$ cat src/rtl/imem_fetch_pkg.sv
// Shared types and constants for the instruction fetch stage.
package imem_fetch_pkg;

   localparam int INSTR_W_DEFAULT = 16;
   localparam int ADDR_W          = 8;
   localparam int CNT_W           = 4;

   typedef enum logic [1:0] {
      ISSUE = 2'd0,
      WAIT  = 2'd1,
      HOLD  = 2'd2
   } fetch_state_t;

   // Counter preload so that the completion cycle lands WAIT_CYCLES cycles after ISSUE.
   function automatic logic [CNT_W-1:0] wait_load(input int wait_cycles);
      return CNT_W'(wait_cycles - 1);
   endfunction

endpackage

$ cat src/rtl/imem_fetch_if.sv
// Fetch-stage bus: program counter / flush side, decode side and program-load port.
interface imem_fetch_if
   import imem_fetch_pkg::*;
#(
   parameter int INSTR_W = INSTR_W_DEFAULT
);
   logic [ADDR_W-1:0]  pc;
   logic               flush;
   logic               stall_d;
   logic               prog_we;
   logic [ADDR_W-1:0]  prog_addr;
   logic [INSTR_W-1:0] prog_data;
   logic [INSTR_W-1:0] instr;
   logic               instr_valid;
   logic               StallF;

   modport master (
      output pc, flush, stall_d, prog_we, prog_addr, prog_data,
      input  instr, instr_valid, StallF
   );

   modport slave (
      input  pc, flush, stall_d, prog_we, prog_addr, prog_data,
      output instr, instr_valid, StallF
   );
endinterface

$ cat src/rtl/imem_array.sv
// Instruction store: one write port and one registered, read-first read port.
module imem_array
   import imem_fetch_pkg::*;
#(
   parameter int INSTR_W = INSTR_W_DEFAULT,
   parameter int DEPTH   = 256
) (
   input  logic               clk,
   input  logic               we,
   input  logic [ADDR_W-1:0]  wr_addr,
   input  logic [INSTR_W-1:0] wr_data,
   input  logic               rd_en,
   input  logic [ADDR_W-1:0]  rd_addr,
   output logic [INSTR_W-1:0] rd_data
);
   logic [INSTR_W-1:0] mem [DEPTH];

   // Non-blocking update makes a same-edge read of the written word return the old data.
   always_ff @(posedge clk) begin
      if (we) begin
         mem[wr_addr] <= wr_data;
      end
      if (rd_en) begin
         rd_data <= mem[rd_addr];
      end
   end

endmodule

$ cat src/rtl/imem_fetch.sv
// Instruction fetch stage: fixed-latency memory access with decode back-pressure,
// branch flush and a program-load write port into the instruction store.
module imem_fetch
   import imem_fetch_pkg::*;
#(
   parameter int WAIT_CYCLES = 2,
   parameter int INSTR_W     = INSTR_W_DEFAULT,
   parameter int DEPTH       = 256
) (
   input  logic        clk,
   input  logic        reset,
   imem_fetch_if.slave bus
);
   localparam logic [CNT_W-1:0] CNT_LOAD = wait_load(WAIT_CYCLES);

   fetch_state_t       state_reg, state_next;
   logic [CNT_W-1:0]   cnt_reg, cnt_next;
   logic [ADDR_W-1:0]  addr_reg, addr_next;
   logic               instr_valid_reg, instr_valid_next;
   logic               loaded_reg, loaded_next;
   logic               complete;
   logic               rd_en;
   logic               stall_f;
   logic [INSTR_W-1:0] rd_data;

   assign complete = (state_reg == WAIT) && (cnt_reg == '0);

   always_ff @(posedge clk or negedge reset) begin
      if (!reset) begin
         state_reg       <= ISSUE;
         cnt_reg         <= '0;
         addr_reg        <= '0;
         instr_valid_reg <= 1'b0;
         loaded_reg      <= 1'b0;
      end else begin
         state_reg       <= state_next;
         cnt_reg         <= cnt_next;
         addr_reg        <= addr_next;
         instr_valid_reg <= instr_valid_next;
         loaded_reg      <= loaded_next;
      end
   end

   always_comb begin
      state_next       = state_reg;
      cnt_next         = cnt_reg;
      addr_next        = addr_reg;
      instr_valid_next = 1'b0;
      loaded_next      = loaded_reg;
      if (bus.flush) begin
         state_next = ISSUE;
      end else begin
         case (state_reg)
            ISSUE: begin
               addr_next  = bus.pc;
               cnt_next   = CNT_LOAD;
               state_next = WAIT;
            end
            WAIT: begin
               if (cnt_reg != '0) begin
                  cnt_next = cnt_reg - 1'b1;
               end else begin
                  instr_valid_next = 1'b1;
                  loaded_next      = 1'b1;
                  state_next       = bus.stall_d ? HOLD : ISSUE;
               end
            end
            HOLD: begin
               instr_valid_next = instr_valid_reg;
               if (!bus.stall_d) begin
                  state_next = ISSUE;
               end
            end
            default: state_next = ISSUE;
         endcase
      end
   end

   // The memory read is launched on the completion edge; a flush on that cycle suppresses it.
   always_comb begin
      stall_f = 1'b1;
      rd_en   = 1'b0;
      if (!reset) begin
         stall_f = 1'b1;
      end else if (bus.flush) begin
         stall_f = 1'b0;
      end else if (complete) begin
         stall_f = 1'b0;
         rd_en   = 1'b1;
      end
   end

   imem_array #(
      .INSTR_W (INSTR_W),
      .DEPTH   (DEPTH)
   ) u_array (
      .clk     (clk),
      .we      (bus.prog_we),
      .wr_addr (bus.prog_addr),
      .wr_data (bus.prog_data),
      .rd_en   (rd_en),
      .rd_addr (addr_reg),
      .rd_data (rd_data)
   );

   // The array's read register carries the word; loaded_reg gives it a reset value of zero.
   assign bus.instr       = loaded_reg ? rd_data : '0;
   assign bus.instr_valid = instr_valid_reg;
   assign bus.StallF      = stall_f;

endmodule

$ cat src/flat_wrapper.sv
// flat-port wrapper written by rule: the top's interface ports become plain ports
module imem_fetch_flat import imem_fetch_pkg::*;
#(
   parameter int WAIT_CYCLES = 2,
   parameter int INSTR_W     = INSTR_W_DEFAULT,
   parameter int DEPTH       = 256
)
  (clk, reset, bus_pc, bus_flush, bus_stall_d, bus_prog_we, bus_prog_addr, bus_prog_data, bus_instr, bus_instr_valid, bus_StallF);
  imem_fetch_if #(.INSTR_W(INSTR_W)) bus_i ();
  input  logic clk;
  input  logic reset;
  input wire logic [$bits(bus_i.pc)-1:0] bus_pc;
  input wire logic [$bits(bus_i.flush)-1:0] bus_flush;
  input wire logic [$bits(bus_i.stall_d)-1:0] bus_stall_d;
  input wire logic [$bits(bus_i.prog_we)-1:0] bus_prog_we;
  input wire logic [$bits(bus_i.prog_addr)-1:0] bus_prog_addr;
  input wire logic [$bits(bus_i.prog_data)-1:0] bus_prog_data;
  output wire logic [$bits(bus_i.instr)-1:0] bus_instr;
  output wire logic [$bits(bus_i.instr_valid)-1:0] bus_instr_valid;
  output wire logic [$bits(bus_i.StallF)-1:0] bus_StallF;
  assign bus_i.pc = bus_pc;
  assign bus_i.flush = bus_flush;
  assign bus_i.stall_d = bus_stall_d;
  assign bus_i.prog_we = bus_prog_we;
  assign bus_i.prog_addr = bus_prog_addr;
  assign bus_i.prog_data = bus_prog_data;
  assign bus_instr = bus_i.instr;
  assign bus_instr_valid = bus_i.instr_valid;
  assign bus_StallF = bus_i.StallF;
  imem_fetch #(.WAIT_CYCLES(WAIT_CYCLES), .INSTR_W(INSTR_W), .DEPTH(DEPTH)) u_core (.clk(clk), .reset(reset), .bus(bus_i));
endmodule
$ cat config.mk
export PLATFORM = sky130hd
export DESIGN_NAME = imem_fetch_flat
export DESIGN_NICKNAME = d
export VERILOG_FILES = /design/src/rtl/imem_fetch_pkg.sv /design/src/rtl/imem_fetch_if.sv /design/src/rtl/imem_array.sv /design/src/rtl/imem_fetch.sv /design/src/flat_wrapper.sv
export SDC_FILE = /design/constraint.sdc
export NUM_CORES = 2
export LEC_CHECK = 0
export CORE_MARGIN = 2
export CORE_UTILIZATION = 57
export CTS_CLUSTER_SIZE = 16
export DETAILED_ROUTE_END_ITERATION = 10
export PLACE_DENSITY = 0.8
export RECOVER_POWER = 100
export SLEW_MARGIN = 20
export SYNTH_ARGS = -nofsm -noshare
export SYNTH_HDL_FRONTEND = slang
export SYNTH_SLANG_ARGS = --single-unit
$ cat constraint.sdc
create_clock -name clk -period 2.6 [get_ports clk]
set_input_delay 0.52 -clock clk [delete_from_list [all_inputs] [get_ports clk]]
set_output_delay 0.52 -clock clk [all_outputs]
set_load 0.01 [all_outputs]
Yosys cells after proc, flatten, opt, wreduce, memory -nomap -nowiden:

Memory sizes are Yosys's and may differ from the RTL's. A register that Yosys moved wholly into a read port is not among the register bits.
Cells that the tools add are included.

* $add $sub $neg: 1
* equal/unequal tests: 6
* mux-type cells: 19
* bitwise operators: 2
* reductions and logical operators: 9

Operators by type and width (count)
* $mux 16: 1
* $mux 1: 10
* $mux 2: 4
* $pmux 4 s2: 1
* $ne 3x3->1 const B: 2
* $pmux 2 s3: 1
* $reduce_and 3->1: 2
* $logic_not 4->1: 1
* $mux 4: 1
* $ne 2x2->1 const B: 2
* $reduce_and 2->1: 2
* $reduce_bool 4->1: 1
* $sub 4x1->4 const B: 1
* $eq 2x1->1 const B: 1
* $eq 2x2->1 const B: 1
* $logic_not 2->1: 1
* $not 1->1: 2
* $pmux 1 s2: 1
* $reduce_bool 2->1: 1
* $logic_and 1x1->1: 1

* register bits after elaboration: 16
* bits in writable memories: 4096
* output and inout bits: 18
* logic and storage cells: 43
* memories kept: 1

Memories
* u_core.u_array.mem: words 256, bits a word 16, rd ports 1, clocked after memory_dff 1, wr ports 1, line imem_array.sv:16 `logic [INSTR_W-1:0] mem [DEPTH];`

Longest topological paths before layout:

* depth in word-level cells: 5
* depth in mapped cells: 13
* gate-level depth less buffers: 9

By module:

From an unflattened synthesis, not the netlist that was laid out.

* cells, all modules: 7437
* area total of the unflattened synthesis: 159716.9 um^2

Modules (own cells, without submodules)
* imem_array: times used 1, cells each 7360, area each 158874.9 um^2
* imem_fetch: times used 1, cells each 77, area each 842.1 um^2

Worst setup path after synthesis:

Ideal clock, no wire load.

* kind: input-to-reg
* from: input port bus_prog_addr[0]
* to: memory u_core.u_array.mem[237][0] (netlist bit), enable pin
* setup time: 388 ps
* data arrival time: 2296 ps
* slack: -85 ps
* stages on the path: 6
* path through: clkbuf_1 > nor2b_1 > clkbuf_1 > nand4_1 > clkbuf_1 > nor2_1

RTL lines
* start: declaration: line flat_wrapper.sv:16 `input wire logic [$bits(bus_i.prog_addr)-1:0] bus_prog_addr;`
* end: declaration: line imem_array.sv:16

No word-level cell before the write port.

==> run metrics <==
wire length on met1 about 160 mm; Max Used Layer met5; CTS Buffer Depth 4; vias in the first global route ~92000; IO Pins 55; placed cells approximately 12000; Area contributors post-synth edfxtp_1, mux4_2, mux2i_1, mux4_1, o221ai_1; Worst Hold Class in -> reg; Post-Layout Cell Count 12800; Die Y roughly 540 µm; Cell Chain, Critical Path buf_6, buf_16, buf_12, buf_4, mux4_2, mux4_2, nor3b_2, a31oi_2, a21oi_1, buf_4, nor3_2; H-Tree Depth 5; Clk Latency, worst-skew pair ~0.96 ns; vias per inst 7.35; post-synthesis simple-gate area fraction under 10%; largest family of logic cells by synthesized area multiplexers; fin nets 8842; Final Hold Viols 0; Seq/Total Area, Yosys 77.0%; post-synthesis cell type count 77; Slew Limit Fails 1060; Critical Path RT approximately 3.3 ns; Post-Syn Instances approximately 7500; Final HPWL DP 283 mm; Post-Syn Area between 150000 and 200000 µm²; critical path type reg -> reg; max FFs per register 4096; number of buffers created by CTS 395; number of setup violations in the final report roughly 3400; status finished, violations left; Clock transition at path regs approximately 0.07 ns; Critical-path top delay cell mux4_2; setup TNS -366.86 ns; dominant synthesized flop cell edfxtp_1; Final ANT Viol Nets 0; fin crit share 136%; pin count of the biggest net entering global routing roughly 100; failing checks max-capacitance violations, max-slew violations, negative setup slack; worst vdd ir about 1.1 mV; drt wl/cell roughly 41 µm; Power Density ~960 nW/µm²; Synth Area in Compound Gates under 10%; EDFF count, synth approximately 4100; GP Congestion roughly 0.96; first-pass GRT wire length around 700 mm; row cnt 194; CP peak stage delay ~0.60 ns; Crit Path Max Fanout 8; DR pass1 iterations 8; Adder-Cell Fraction of Synth Area less than 1%; Setup Skew roughly 0.054 ns; Leakage Power ~63 nW; Post-Synth XOR/XNOR Area 0.0109%; Final Cell Area approximately 190000 µm²; final setup margin -0.938 ns; Crit path max-delay family multiplexers; pre-CTS setup slack -1.34 ns; Detailed Route Iter0 Violations roughly 18000; Routed Wire Length ~530 mm; CP arrival roughly 4.2 ns; All-Layer GR Usage between 30% and 40%; met2 WL roughly 240 mm; r2r setup slk -0.94 ns; Synth top area share around three quarters; Final min period ~3.5 ns; met3 WL post-DR between 70 and 80 mm; most frequent cell after synthesis edfxtp_1; Critical Path Source Type flop; die area 286000 µm²; Fin Hold WS around 0.18 ns; CP Buf/Inv Count 5; drt drc 0; CP endpoint kind flop; CTS Sinks 4128; port buffer count 54; RSZ-0062 raised after global routing true; Placeable Area approximately 280000 µm²; Async SR Flop Fraction 0.388%; initial antenna violation count 32; mux cell area share after synthesis about 15%; Die Span X around 540 µm; max-cap violation count 18; Vias around 95000; flops & latches, synth 4128; syn_area_per_cell 21.5 µm²; share of layout cells above drive strength 1 between 30% and 40%; Synth Net Count ~7500; area grow syn2layout 18.3%; fmax 283 MHz; Synth area leader edfxtp_1; Slew Limit Headroom -115%; Synth warnings 0; starting density of the core 57.5%; grt ovf 0; measured slew at the worst slew-check pin around 3.2 ns; root buffer cell clkbuf_16; CTS tree done; placed cell areas ~180000 µm²; Synth top cells by count edfxtp_1, mux4_2, mux2i_1
[layout by cell type, fill, tap and decap left out, types with 109 or more instances in the layout]
cell	count
mux4_2	708
o221ai_1	147
a21oi_1	123
buf_12	127
clkbuf_2	184
mux2i_1	541
buf_4	680
edfxtp_1	4112
clkbuf_1	157
clkbuf_16	413
clkbuf_4	109
nor2_1	322
[what timing repair did]
action                                  CTS  global route
hold buffers                              1             0
setup buffers                            84            78
hold endpoints to repair                 16             0
pin swaps                                85           106
endpoints found under the setup margin   33            32
cloned                                   31            15
gates resized for setup                 433           253
[through the flow]
stage          total power [mW]  util [%]
6_report                    182      68.0
2_1_floorplan              97.4         -
3_5_place_dp                114      62.9
5_1_grt                     184      68.0
3_3_place_gp                113      62.9
4_1_cts                     176      68.7
[power by group]
| group | switching, mW | internal (mW) | leakage, nW |
|---|---|---|---|
| clock | 25.9 | 32.7 | 6.21 |
| combinational | 27.9 | 21.4 | 19.4 |
| sequential | 0.228 | 73.5 | 37.1 |
[worst reg2reg max path, stage by stage (launching register included)]
cell,delay (ns)
dfrtp_4,0.49
buf_6,0.15
buf_16,0.18
buf_12,0.17
buf_4,0.13
mux4_2,0.54
mux4_2,0.60
nor3b_2,0.38
a31oi_2,0.13
a21oi_1,0.28
buf_4,0.20
nor3_2,0.06
[final cells by class]
type                            count  area [µm²]
Fill cell                       15600       89600
Sequential cell                  4128      124000
Tap cell                         3724        4660
Clock inverter                    234        2510
Inverter                            8        43.8
Clock buffer                      477       10300
Timing Repair Buffer             1390       13100
Multi-Input combinational cell   2881       35700
Antenna cell                        7        17.5
[worst paths after layout]
kind	start	end	depth (start not counted)
worst min register to register	u_core.loaded_reg$_DFFE_PN0P_	u_core.loaded_reg$_DFFE_PN0P_	1
worst max register to register	u_core.addr_reg[0]$_DFFE_PN0P_	u_core.u_array.rd_data[13]$_DFFE_PP_	11
worst min-delay path	bus_stall_d	u_core.state_reg[1]$_DFFE_PN0P_	2
max in group asynchronous	reset	u_core.addr_reg[3]$_DFFE_PN0P_	3
worst max-delay path	u_core.addr_reg[0]$_DFFE_PN0P_	u_core.u_array.rd_data[13]$_DFFE_PP_	11
min in group asynchronous	reset	u_core.addr_reg[2]$_DFFE_PN0P_	3
[cell families (layout without fill, tap and decap cells)]
logic type,Yosys count,in the layout
other,0,7
and+or+nand+nor,722,722
muxes,1387,1387
DFF,4128,4128
AOI/OAI and AO/OA,769,769
adders and majority gates,1,1
xor gates and xnor gates,2,2
buffers and inverters,455,2109
[routing by layer]
layer | vias up | GRT usage (%)
met5 | - | 0
met4 | 28 | 22.5
met3 | 2455 | 9.96
met2 | 10500 | 54.9
met1 | 47100 | 43.5
li1 | 34400 | -
(Power assumes the default switching activity.)
